==> src/rtl/simplerisc_pkg.sv <==
// Shared constants and types for the register-file writeback path.
// Holds the register-file geometry, the arbiter FSM states and the buffered late-result entry.
package simplerisc_pkg;

    localparam int NUM_REGS   = 16;
    localparam int REG_ADDR_W = 4;
    localparam int DATA_W     = 32;
    localparam logic [REG_ADDR_W-1:0] RA_REG = 4'd15;

    typedef enum logic {
        NORMAL = 1'b0,
        DRAIN  = 1'b1
    } arb_state_t;

    typedef struct packed {
        logic [REG_ADDR_W-1:0] rd;
        logic [DATA_W-1:0]     data;
    } wb_entry_t;

endpackage

==> src/rtl/wb_port_arbiter_if.sv <==
// Signal bundle between the pipeline/late unit/decode side and the writeback port arbiter.
// The master drives requests; the slave is the arbiter.
interface wb_port_arbiter_if;
    import simplerisc_pkg::*;

    logic                  pipe_valid;
    logic [REG_ADDR_W-1:0] pipe_rd;
    logic [DATA_W-1:0]     pipe_data;
    logic                  pipe_stall;

    logic                  lu_valid;
    logic [REG_ADDR_W-1:0] lu_rd;
    logic [DATA_W-1:0]     lu_data;
    logic                  lu_ready;

    logic                  issue_valid;
    logic [REG_ADDR_W-1:0] issue_rd;
    logic [NUM_REGS-1:0]   busy_mask;

    logic                  wr_en;
    logic [REG_ADDR_W-1:0] wr_addr;
    logic [DATA_W-1:0]     wr_data;

    modport master (
        output pipe_valid, pipe_rd, pipe_data, lu_valid, lu_rd, lu_data, issue_valid, issue_rd,
        input  pipe_stall, lu_ready, busy_mask, wr_en, wr_addr, wr_data
    );

    modport slave (
        input  pipe_valid, pipe_rd, pipe_data, lu_valid, lu_rd, lu_data, issue_valid, issue_rd,
        output pipe_stall, lu_ready, busy_mask, wr_en, wr_addr, wr_data
    );

endinterface

==> src/rtl/wb_late_fifo.sv <==
// Circular buffer holding late-unit results until the write port is free.
// Pointers wrap naturally because DEPTH is a power of two.
module wb_late_fifo
    import simplerisc_pkg::*;
#(
    parameter int DEPTH = 2
) (
    input  logic                       clk,
    input  logic                       reset,
    input  logic                       i_push,
    input  wb_entry_t                  i_push_entry,
    input  logic                       i_pop,
    output wb_entry_t                  o_head,
    output logic [$clog2(DEPTH+1)-1:0] o_count,
    output logic                       o_full,
    output logic                       o_empty
);

    localparam int PTR_W = $clog2(DEPTH);
    localparam int CNT_W = $clog2(DEPTH + 1);

    wb_entry_t        r_mem [DEPTH];
    logic [PTR_W-1:0] r_wr_ptr;
    logic [PTR_W-1:0] r_rd_ptr;
    logic [CNT_W-1:0] r_count;

    // NOTE: non-blocking assignments keep every register sampling pre-edge values.
    always_ff @(posedge clk) begin
        if (reset) begin
            r_wr_ptr <= '0;
            r_rd_ptr <= '0;
            r_count  <= '0;
        end else begin
            if (i_push) r_wr_ptr <= r_wr_ptr + PTR_W'(1);
            if (i_pop)  r_rd_ptr <= r_rd_ptr + PTR_W'(1);
            r_count <= r_count + CNT_W'(i_push) - CNT_W'(i_pop);
        end
    end

    // NOTE: storage has no reset; the count decides which entries are meaningful.
    always_ff @(posedge clk) begin
        if (i_push) r_mem[r_wr_ptr] <= i_push_entry;
    end

    assign o_head  = r_mem[r_rd_ptr];
    assign o_count = r_count;
    assign o_full  = (r_count == CNT_W'(DEPTH));
    assign o_empty = (r_count == '0);

endmodule

==> src/rtl/wb_port_arbiter.sv <==
// Shares the single register-file write port between in-order writeback and buffered late results.
// A DRAIN state stalls the pipeline when the buffer fills or a late result has waited too long.
module wb_port_arbiter
    import simplerisc_pkg::*;
#(
    parameter int DEPTH        = 2,
    parameter int STARVE_LIMIT = 4
) (
    input logic              clk,
    input logic              reset,
    wb_port_arbiter_if.slave bus
);

    localparam int CNT_W = $clog2(DEPTH + 1);
    localparam int AGE_W = $clog2(STARVE_LIMIT + 1);

    arb_state_t            r_state;
    logic [AGE_W-1:0]      r_age;
    logic                  r_wr_en;
    logic [REG_ADDR_W-1:0] r_wr_addr;
    logic [DATA_W-1:0]     r_wr_data;
    logic                  r_wr_src;
    logic [NUM_REGS-1:0]   r_busy;

    logic                  w_push;
    logic                  w_pop;
    logic                  w_grant_pipe;
    logic                  w_full;
    logic                  w_empty;
    logic [CNT_W-1:0]      w_count;
    logic [CNT_W-1:0]      w_count_next;
    logic [AGE_W-1:0]      w_age_next;
    logic [NUM_REGS-1:0]   w_set;
    logic [NUM_REGS-1:0]   w_clr;
    wb_entry_t             w_push_entry;
    wb_entry_t             w_head;

    assign w_push       = bus.lu_valid & ~w_full;
    assign w_push_entry = '{rd: bus.lu_rd, data: bus.lu_data};

    wb_late_fifo #(.DEPTH(DEPTH)) u_fifo (
        .clk          (clk),
        .reset        (reset),
        .i_push       (w_push),
        .i_push_entry (w_push_entry),
        .i_pop        (w_pop),
        .o_head       (w_head),
        .o_count      (w_count),
        .o_full       (w_full),
        .o_empty      (w_empty)
    );

    // NOTE: every output gets a default first so no path infers a latch.
    always_comb begin
        w_grant_pipe = 1'b0;
        w_pop        = 1'b0;
        if (r_state == NORMAL && bus.pipe_valid) begin
            w_grant_pipe = 1'b1;
        end else begin
            w_pop = ~w_empty;
        end
    end

    assign w_count_next = w_count + CNT_W'(w_push) - CNT_W'(w_pop);

    always_comb begin
        w_age_next = r_age;
        if (w_pop || w_empty) begin
            w_age_next = '0;
        end else if (r_age != AGE_W'(STARVE_LIMIT)) begin
            w_age_next = r_age + AGE_W'(1);
        end
    end

    // A late write clears its bit at the edge the register file commits it; a same-edge issue wins.
    always_comb begin
        w_set = '0;
        w_clr = '0;
        if (bus.issue_valid)     w_set[bus.issue_rd] = 1'b1;
        if (r_wr_en && r_wr_src) w_clr[r_wr_addr]    = 1'b1;
    end

    always_ff @(posedge clk) begin
        if (reset) begin
            r_state   <= NORMAL;
            r_age     <= '0;
            r_wr_en   <= 1'b0;
            r_wr_addr <= '0;
            r_wr_data <= '0;
            r_wr_src  <= 1'b0;
            r_busy    <= '0;
        end else begin
            r_busy <= (r_busy & ~w_clr) | w_set;

            if (w_grant_pipe) begin
                r_wr_en   <= 1'b1;
                r_wr_addr <= bus.pipe_rd;
                r_wr_data <= bus.pipe_data;
                r_wr_src  <= 1'b0;
            end else if (w_pop) begin
                r_wr_en   <= 1'b1;
                r_wr_addr <= w_head.rd;
                r_wr_data <= w_head.data;
                r_wr_src  <= 1'b1;
            end else begin
                r_wr_en <= 1'b0;
            end

            if (r_state == NORMAL) begin
                if (w_count_next == CNT_W'(DEPTH) || w_age_next == AGE_W'(STARVE_LIMIT)) begin
                    r_state <= DRAIN;
                    r_age   <= '0;
                end else begin
                    r_age <= w_age_next;
                end
            end else begin
                r_age <= '0;
                if (w_count_next == '0) r_state <= NORMAL;
            end
        end
    end

    assign bus.pipe_stall = (r_state == DRAIN);
    assign bus.lu_ready   = ~w_full;
    assign bus.busy_mask  = r_busy;
    assign bus.wr_en      = r_wr_en;
    assign bus.wr_addr    = r_wr_addr;
    assign bus.wr_data    = r_wr_data;

endmodule

==> src/flat_wrapper.sv <==
// flat-port wrapper written by rule: the top's interface ports become plain ports
module wb_port_arbiter_flat import simplerisc_pkg::*;
#(
    parameter int DEPTH        = 2,
    parameter int STARVE_LIMIT = 4
)
  (clk, reset, bus_pipe_valid, bus_pipe_rd, bus_pipe_data, bus_lu_valid, bus_lu_rd, bus_lu_data, bus_issue_valid, bus_issue_rd, bus_pipe_stall, bus_lu_ready, bus_busy_mask, bus_wr_en, bus_wr_addr, bus_wr_data);
  wb_port_arbiter_if bus_i ();
  input logic clk;
  input logic reset;
  input wire logic [$bits(bus_i.pipe_valid)-1:0] bus_pipe_valid;
  input wire logic [$bits(bus_i.pipe_rd)-1:0] bus_pipe_rd;
  input wire logic [$bits(bus_i.pipe_data)-1:0] bus_pipe_data;
  input wire logic [$bits(bus_i.lu_valid)-1:0] bus_lu_valid;
  input wire logic [$bits(bus_i.lu_rd)-1:0] bus_lu_rd;
  input wire logic [$bits(bus_i.lu_data)-1:0] bus_lu_data;
  input wire logic [$bits(bus_i.issue_valid)-1:0] bus_issue_valid;
  input wire logic [$bits(bus_i.issue_rd)-1:0] bus_issue_rd;
  output wire logic [$bits(bus_i.pipe_stall)-1:0] bus_pipe_stall;
  output wire logic [$bits(bus_i.lu_ready)-1:0] bus_lu_ready;
  output wire logic [$bits(bus_i.busy_mask)-1:0] bus_busy_mask;
  output wire logic [$bits(bus_i.wr_en)-1:0] bus_wr_en;
  output wire logic [$bits(bus_i.wr_addr)-1:0] bus_wr_addr;
  output wire logic [$bits(bus_i.wr_data)-1:0] bus_wr_data;
  assign bus_i.pipe_valid = bus_pipe_valid;
  assign bus_i.pipe_rd = bus_pipe_rd;
  assign bus_i.pipe_data = bus_pipe_data;
  assign bus_i.lu_valid = bus_lu_valid;
  assign bus_i.lu_rd = bus_lu_rd;
  assign bus_i.lu_data = bus_lu_data;
  assign bus_i.issue_valid = bus_issue_valid;
  assign bus_i.issue_rd = bus_issue_rd;
  assign bus_pipe_stall = bus_i.pipe_stall;
  assign bus_lu_ready = bus_i.lu_ready;
  assign bus_busy_mask = bus_i.busy_mask;
  assign bus_wr_en = bus_i.wr_en;
  assign bus_wr_addr = bus_i.wr_addr;
  assign bus_wr_data = bus_i.wr_data;
  wb_port_arbiter #(.DEPTH(DEPTH), .STARVE_LIMIT(STARVE_LIMIT)) u_core (.clk(clk), .reset(reset), .bus(bus_i));
endmodule
==> config.mk <==
export PLATFORM = sky130hd
export DESIGN_NAME = wb_port_arbiter_flat
export DESIGN_NICKNAME = d
export VERILOG_FILES = /design/src/rtl/simplerisc_pkg.sv /design/src/rtl/wb_port_arbiter_if.sv /design/src/rtl/wb_late_fifo.sv /design/src/rtl/wb_port_arbiter.sv /design/src/flat_wrapper.sv
export SDC_FILE = /design/constraint.sdc
export NUM_CORES = 1
export LEC_CHECK = 0
export CORE_MARGIN = 3
export CORE_UTILIZATION = 25
export CTS_BUF_LIST = sky130_fd_sc_hd__clkbuf_8 sky130_fd_sc_hd__clkbuf_16
export CTS_CLUSTER_DIAMETER = 50
export DETAILED_ROUTE_END_ITERATION = 8
export PLACE_DENSITY = 0.51
export SKIP_CTS_REPAIR_TIMING = 1
export SLEW_MARGIN = 20
export SYNTH_ARGS = -nofsm -noshare
export SYNTH_HDL_FRONTEND = slang
export SYNTH_HIERARCHICAL = 1
export SYNTH_SLANG_ARGS = --single-unit
==> constraint.sdc <==
create_clock -name clk -period 3.1 [get_ports clk]
set_clock_uncertainty 0.05 [all_clocks]
set_input_delay 0.465 -clock clk [delete_from_list [all_inputs] [get_ports clk]]
set_output_delay 0.465 -clock clk [all_outputs]
set_load 0.02 [all_outputs]
# Yosys cells after proc, flatten, opt, wreduce, memory -nomap -nowiden
# Memories as Yosys holds them, arrays and structs flattened. A register that Yosys moved wholly into a read port is not among the register bits.
# Index checks and enable logic that the tools add are counted.
totals:
  ff_bits: 62
  mem_bits_rw: 72
  input_bits: 81
  output_inout_bits: 55
  mem_count: 1
memory_table:
  columns: ["name", "words", "width", "read_ports", "rd_ports_with_merged_regs", "wr", "line_no", "text"]
  rows:
  - ["u_core.u_fifo.r_mem", 2, 36, 1, 1, 1, "wb_late_fifo.sv:22", "wb_entry_t r_mem [DEPTH];"]
op_classes:
  n_addsub: 5
  magnitude_cmp: 4
  n_eq_ne: 4
  mux: 23
  n_bitwise: 7
  n_reduce_logical: 11
ops:
  columns: ["op", "count"]
  rows:
  - ["2-to-1 mux 32 bit", 2]
  - ["2-to-1 mux 16 bit", 2]
  - ["AND 16 bit", 1]
  - ["inverter 16 bit", 1]
  - ["OR 16 bit", 1]
  - ["2-to-1 mux 1 bit", 13]
  - ["less-than comparator 4 x 5 -> 1 bit (second input constant)", 2]
  - ["demux 1 bit (select 4 bit)", 2]
  - ["greater-or-equal comparator 4 x 1 -> 1 bit (second input constant)", 2]
  - ["2-to-1 mux 4 bit", 2]
  - ["2-to-1 mux 3 bit", 2]
  - ["== test 2 bit (second input constant)", 2]
  - ["logical AND 1 bit", 4]
  - ["zero test 2 bit", 2]
  - ["adder 3 x 1 -> 3 bit (second input constant)", 1]
  - ["== test 3 bit (second input constant)", 1]
  - ["inequality test 3 bit (second input constant)", 1]
  - ["inverter 1 bit", 3]
  - ["OR reduction 3 bit", 1]
  - ["adder 1 bit (second input constant)", 2]
  - ["adder 2 x 1 -> 2 bit", 1]
  - ["logical OR 1 bit", 2]
  - ["nonzero test 2 bit", 1]
  - ["OR reduction 2 bit", 1]
  - ["other kinds (2)", 2]

# Logic depth before layout (Yosys ltp)
depth:
  ltp_word: 9
  depth_mapped: 11
  depth_no_buf: 9

# By module
# Netlist, hierarchy kept.
by_module_without_submodules:
  columns: ["mod", "instances", "cells_each", "area_per_inst_um2", "seq_area_each_um2"]
  rows:
  - ["wb_late_fifo", 1, 133, 2967.8, 2262.2]
  - ["wb_port_arbiter", 1, 290, 2627.5, 1161.1]

# Worst setup path after synthesis
# OpenSTA, ideal clock, no wires.
synth_path:
  kind: "in2reg"
  from: "input bus_lu_valid"
  to: "memory u_core/u_fifo/r_mem[0][0] in the netlist's numbering (enable)"
  setup_ns: 0.433
  arrival_ns: 2.423
  required_ns: 2.617
  path_slack_ns: 0.194
  stages: 2
  path_cell_list: "nor2b_1 > nor2b_1"
synth_via:
  elab_chain_len: 3
synth_rtl:
  columns: ["element", "line_no", "text"]
  rows:
  - ["from (decl)", "flat_wrapper.sv:14", "input wire logic [$bits(bus_i.lu_valid)-1:0] bus_lu_valid;"]
  - ["AND 1 bit", "wb_port_arbiter.sv:38", "assign w_push = bus.lu_valid & ~w_full;"]
  - ["2-to-1 mux 1 bit", "wb_late_fifo.sv:42", "if (i_push) r_mem[r_wr_ptr] <= i_push_entry;"]
  - ["2-to-1 mux 1 bit (not written as such)", "wb_late_fifo.sv:42", null]
  - ["to (decl)", "wb_late_fifo.sv:22", null]
# Every way passes these cells.

# Worst setup path after layout
layout_path:
  from: "register u_core.u_fifo.r_count[1], in the netlist u_core/u_fifo/o_count[1]"
  to: "output bus_lu_ready"
layout_via:
  elab_chain_len: 2
layout_rtl:
  columns: ["element", "line_no", "text"]
  rows:
  - ["from (decl)", "wb_late_fifo.sv:25", "logic [CNT_W-1:0] r_count;"]
  - ["from (signal assigned)", "wb_late_fifo.sv:36", "r_count <= r_count + CNT_W'(i_push) - CNT_W'(i_pop);"]
  - ["== test 2 bit", "wb_late_fifo.sv:47", "assign o_full = (r_count == CNT_W'(DEPTH));"]
  - ["via u_core.w_full", "wb_port_arbiter.sv:28", "logic w_full;"]
  - ["inverter 1 bit", "wb_port_arbiter.sv:124", "assign bus.lu_ready = ~w_full;"]
  - ["to (decl)", "flat_wrapper.sv:20", "output wire logic [$bits(bus_i.lu_ready)-1:0] bus_lu_ready;"]
# The timed path passes the listed nets, and every way through them passes these cells.

==> summary.txt <==
Global route
  – Number of antenna violations at the first check in global routing: 0
  – Via count of the first global-routing pass: roughly 4000
  – Global-route wire length before repair: 19.99 mm
  – Grt total ovfl: 0
  – Maximum number of pins on one net before global-route repair: 42
  – Combined global-route utilization of all metal layers: 10.54%

Layout
  – Layout cell share with drive strength beyond 1: between 10% and 20%
  – FF+latch area: 3425 um^2
  – Area of combinational cells with multiple inputs: 1973 um^2
  – Area Overhead vs Synth: 39.04%
  – Post-layout net count: 647
  – Filler cell count: between 2000 and 2500
  – Non-filler instance count after layout: 852
  – Ant. Diodes: 0
  – Design Area, Final: approximately 8000 um^2

Setup path
  – Critical path class: reg -> out
  – Setup crit end kind: primary output
  – Highest fanout seen on the critical path: 4
  – Data required time of the critical path: roughly 2.6 ns
  – Arrival time worst endpoint: 1.70 ns
  – Setup crit start kind: register

Place
  – Number of buffer cells added on primary ports: 135
  – Post-detail-place hpwl: about 9 mm
  – Placed inst area: 7209 um^2
  – Number of placed cells counting well taps: ~800
  – GP Congestion: roughly 0.75

STA
  – Setup TNS: 0 ns
  – Ratio of final minimum period to clock period: between 70% and 80%
  – Max Freq: 451.6 MHz
  – Final number of max-transition violations: 0
  – Final hold violations: 0
  – Final Critical Period: roughly 2.2 ns
  – RSZ-0062 raised after global routing: false
  – Finish-stage setup viols: 0
  – Tightest slew margin relative to the limit: 52.12%
  – Slew at the pin closest to its max-slew limit: 0.7183 ns

Synth
  – Part of the Yosys area used for sequential elements: roughly three fifths
  – Proportion of register bits with asynchronous set or reset after synthesis: 0%
  – Flops & latches, synth: 135
  – Synthesized-area fraction occupied by and/or/nand/nor cells: 8.497%
  – Multiplexer fraction of the synthesized cell area: 15.70%
  – Xor/xnor share of the synthesized area: 1.275%
  – Complex-gate fraction of the synthesized area: 8.117%
  – Avg Synthesized Cell Area: 13.23 um^2
  – Post-synth net total: 510
  – Dominant register cell in the synthesized netlist: edfxtp_1
  – Cell accounting for the most synthesized area: edfxtp_1
  – Summed instance area of the synthesized netlist: about 5600 um^2
  – Number of enable-type register cells in the synthesized netlist: 72
  – Number of standard cells after synthesis: between 400 and 500
  – Top-area cell type share of the netlist area: between 30% and 40%
  – Adder and majority gate portion of the synthesized area: 1.342%
  – Leading cell types by total area after synthesis: edfxtp_1 39%, dfxtp_1 23%, mux2_4 8.1%
  – Distinct cell type count of the synthesized netlist: 37
  – Yosys warning total: 6
  – Main combinational cell family by area after synthesis: multiplexers

Die
  – Placeable core area: ~22000 um^2
  – Initial core utilization: 25.56%
  – Boundary Pins: approximately 140
  – Floorplan die height: 155.6 um
  – Area enclosed by the die boundary: 24210 um^2
  – Standard-cell rows: 54
  – Width of the die: 155.6 um

Route
  – Detail Route Antenna Nets: 0
  – Post-detailed-route wirelength per cell: approximately 15 um
  – Total Routed Length: 12.80 mm
  – Number of violations reported at the end of detailed-routing iteration 0: 139
  – TritonRoute pass-1 iters: 4
  – Average via count per standard cell: 4.373
  – DR vias: 3726
  – Number of design rule violations left after detail routing: 0

Clock network
  – Clock sinks: 135
  – Number of buffers created by CTS: 17
  – Clock Tree Buf Depth: 2
  – Clk Latency, worst-skew pair: 0.41 ns
  – CTS tree: built
  – Number of levels in the clock H-tree: 4
  – Root Buffer Master: clkbuf_16
  – Clock slew at reported path FFs: ~0.06 ns

Run
  – Maxcap violations: 0

Outcome
  – Outcome: completed

Power and ir drop
  – Total leakage power: 2.891 nW
  – Worst-case vdd ir drop: 351.7 uV
  – Power density normalized to cell area: 812.7 nW/um^2

Min path
  – Worst Hold Class: reg -> reg
[cell families after synthesis]
logic type	Yosys count
AND/OR/NAND/NOR	100
flip-flops	135
buffers and inverters	33
multiplexers	72
XOR/XNOR	5
AO/OA/AOI/OAI	72
adder cells (fa/ha/maj)	6
[power breakdown]
group	leakage, nW	internal [W]	switching, W
sequential	1.19	0.00222	0.000174
clock	0.285	0.00124	0.000725
combinational	1.41	0.00103	0.000941
total	2.89	0.00448	0.00184
[routing by layer]
layer  vias to the layer above  routed length [um]  part of all wire, %  global-route usage, %
met3                        17                 771                  6.0                  3.467
met5                         -                   0                    0                      0
met1                      1774                5610                   44                  12.63
met4                         0                 188                  1.5                  4.502
li1                       1829                   -                    -                      -
met2                       106                6226                   49                  17.40
[registers in the layout, summed over array words and instances, names as in the netlist, named ones only]
signal and cells:
u_core/u_fifo/r_mem 72, u_core/bus.wr_data 32, u_core/bus.busy_mask 16, u_core/bus.wr_addr 4, u_core/r_age 3, u_core/u_fifo/o_count 2
u_core/bus.pipe_stall 1, u_core/bus.wr_en 1, u_core/r_wr_src 1, u_core/u_fifo/r_rd_ptr 1, u_core/u_fifo/r_wr_ptr 1
[synthesized netlist by cell type (2+ instances only)]
library cell and number:
buf_6 3, clkbuf_4 2, edfxtp_1 72, nand2b_1 5
ha_1 6, buf_4 3, dfxtp_1 63, and2_1 2
mux2_4 30, xnor3_1 2, a211oi_1 36, nor2b_1 8
nor2_1 50, nand3b_1 2, mux2i_1 36, and3b_1 3
nand2_1 14, o21ai_0 16, mux2_2 6, clkbuf_1 11
a21oi_1 17, xnor2_1 3, nand4b_1 2, nand3_1 7
buf_2 3, inv_1 8, buf_12 3
[critical path, stage by stage (launching register included)]
cell	delay (ns)
dfxtp_1	0.46
nor2b_1	0.25
inv_1	0.07
clkdlybuf4s50_1	0.54
[path summary, 6_finish.rpt]
path / from / to / slack [ns] / depth (start not counted)
worst max-delay path: u_core/u_fifo/o_count[1]$_SDFF_PP0_ / bus_lu_ready / 0.89 / 3
worst min-delay path: u_core/bus.busy_mask[0]$_SDFF_PP0_ / u_core/bus.busy_mask[0]$_SDFF_PP0_ / 0.43 / 2
worst max register to register: u_core/u_fifo/o_count[1]$_SDFF_PP0_ / u_core/r_age[0]$_SDFF_PP0_ / 1.15 / 9
worst min register to register: u_core/bus.busy_mask[0]$_SDFF_PP0_ / u_core/bus.busy_mask[0]$_SDFF_PP0_ / 0.43 / 2
[cell usage in the layout (no fill, tap or decap), types with 2 or more instances in the layout]
| master | Yosys | layout |
|---|---|---|
| clkdlybuf4s50_1 | 0 | 134 |
| edfxtp_1 | 72 | 72 |
| dfxtp_1 | 63 | 62 |
| nor2_1 | 50 | 49 |
| mux2i_1 | 36 | 36 |
| a211oi_1 | 36 | 36 |
| mux2_4 | 30 | 30 |
| clkbuf_16 | 0 | 17 |
| a21oi_1 | 17 | 17 |
| o21ai_0 | 16 | 16 |
| nand2_1 | 14 | 14 |
| inv_1 | 8 | 12 |
| nor2b_1 | 8 | 7 |
| nand3_1 | 7 | 7 |
| ha_1 | 6 | 6 |
| buf_4 | 3 | 6 |
| mux2_2 | 6 | 6 |
| nand2b_1 | 5 | 4 |
| clkinvlp_4 | 0 | 3 |
| bufinv_16 | 0 | 3 |
| xnor2_1 | 3 | 3 |
| and3b_1 | 3 | 3 |
| clkinv_1 | 0 | 2 |
| clkinv_2 | 0 | 2 |
| nand3b_1 | 2 | 2 |
| xnor3_1 | 2 | 2 |
| nand4b_1 | 2 | 2 |
| buf_12 | 3 | 2 |
[through the flow]
stage	hold WS, ns	power, W	setup WS (ns)	util, %
after floorplan	0.4313	0.003815	0.1936	-
final	0.4267	0.006323	0.8858	35.54
after global routing	0.4534	0.006665	0.7870	35.54
after CTS	0.4296	0.006422	0.8342	35.54
after global placement	0.4129	0.004389	0.5467	32.93
after detailed placement	0.4217	0.004422	0.5117	32.93
[final cells by class]
type	count	area share [%]
sequential	135	44.02
multi-input combinational	255	25.36
tap	280	4.503
timing repair buffer	143	18.40
clock inverter	14	1.866
inverter	8	0.3860
clock buffer	17	5.468
No activity file was read; power rests on OpenSTA's default activity.
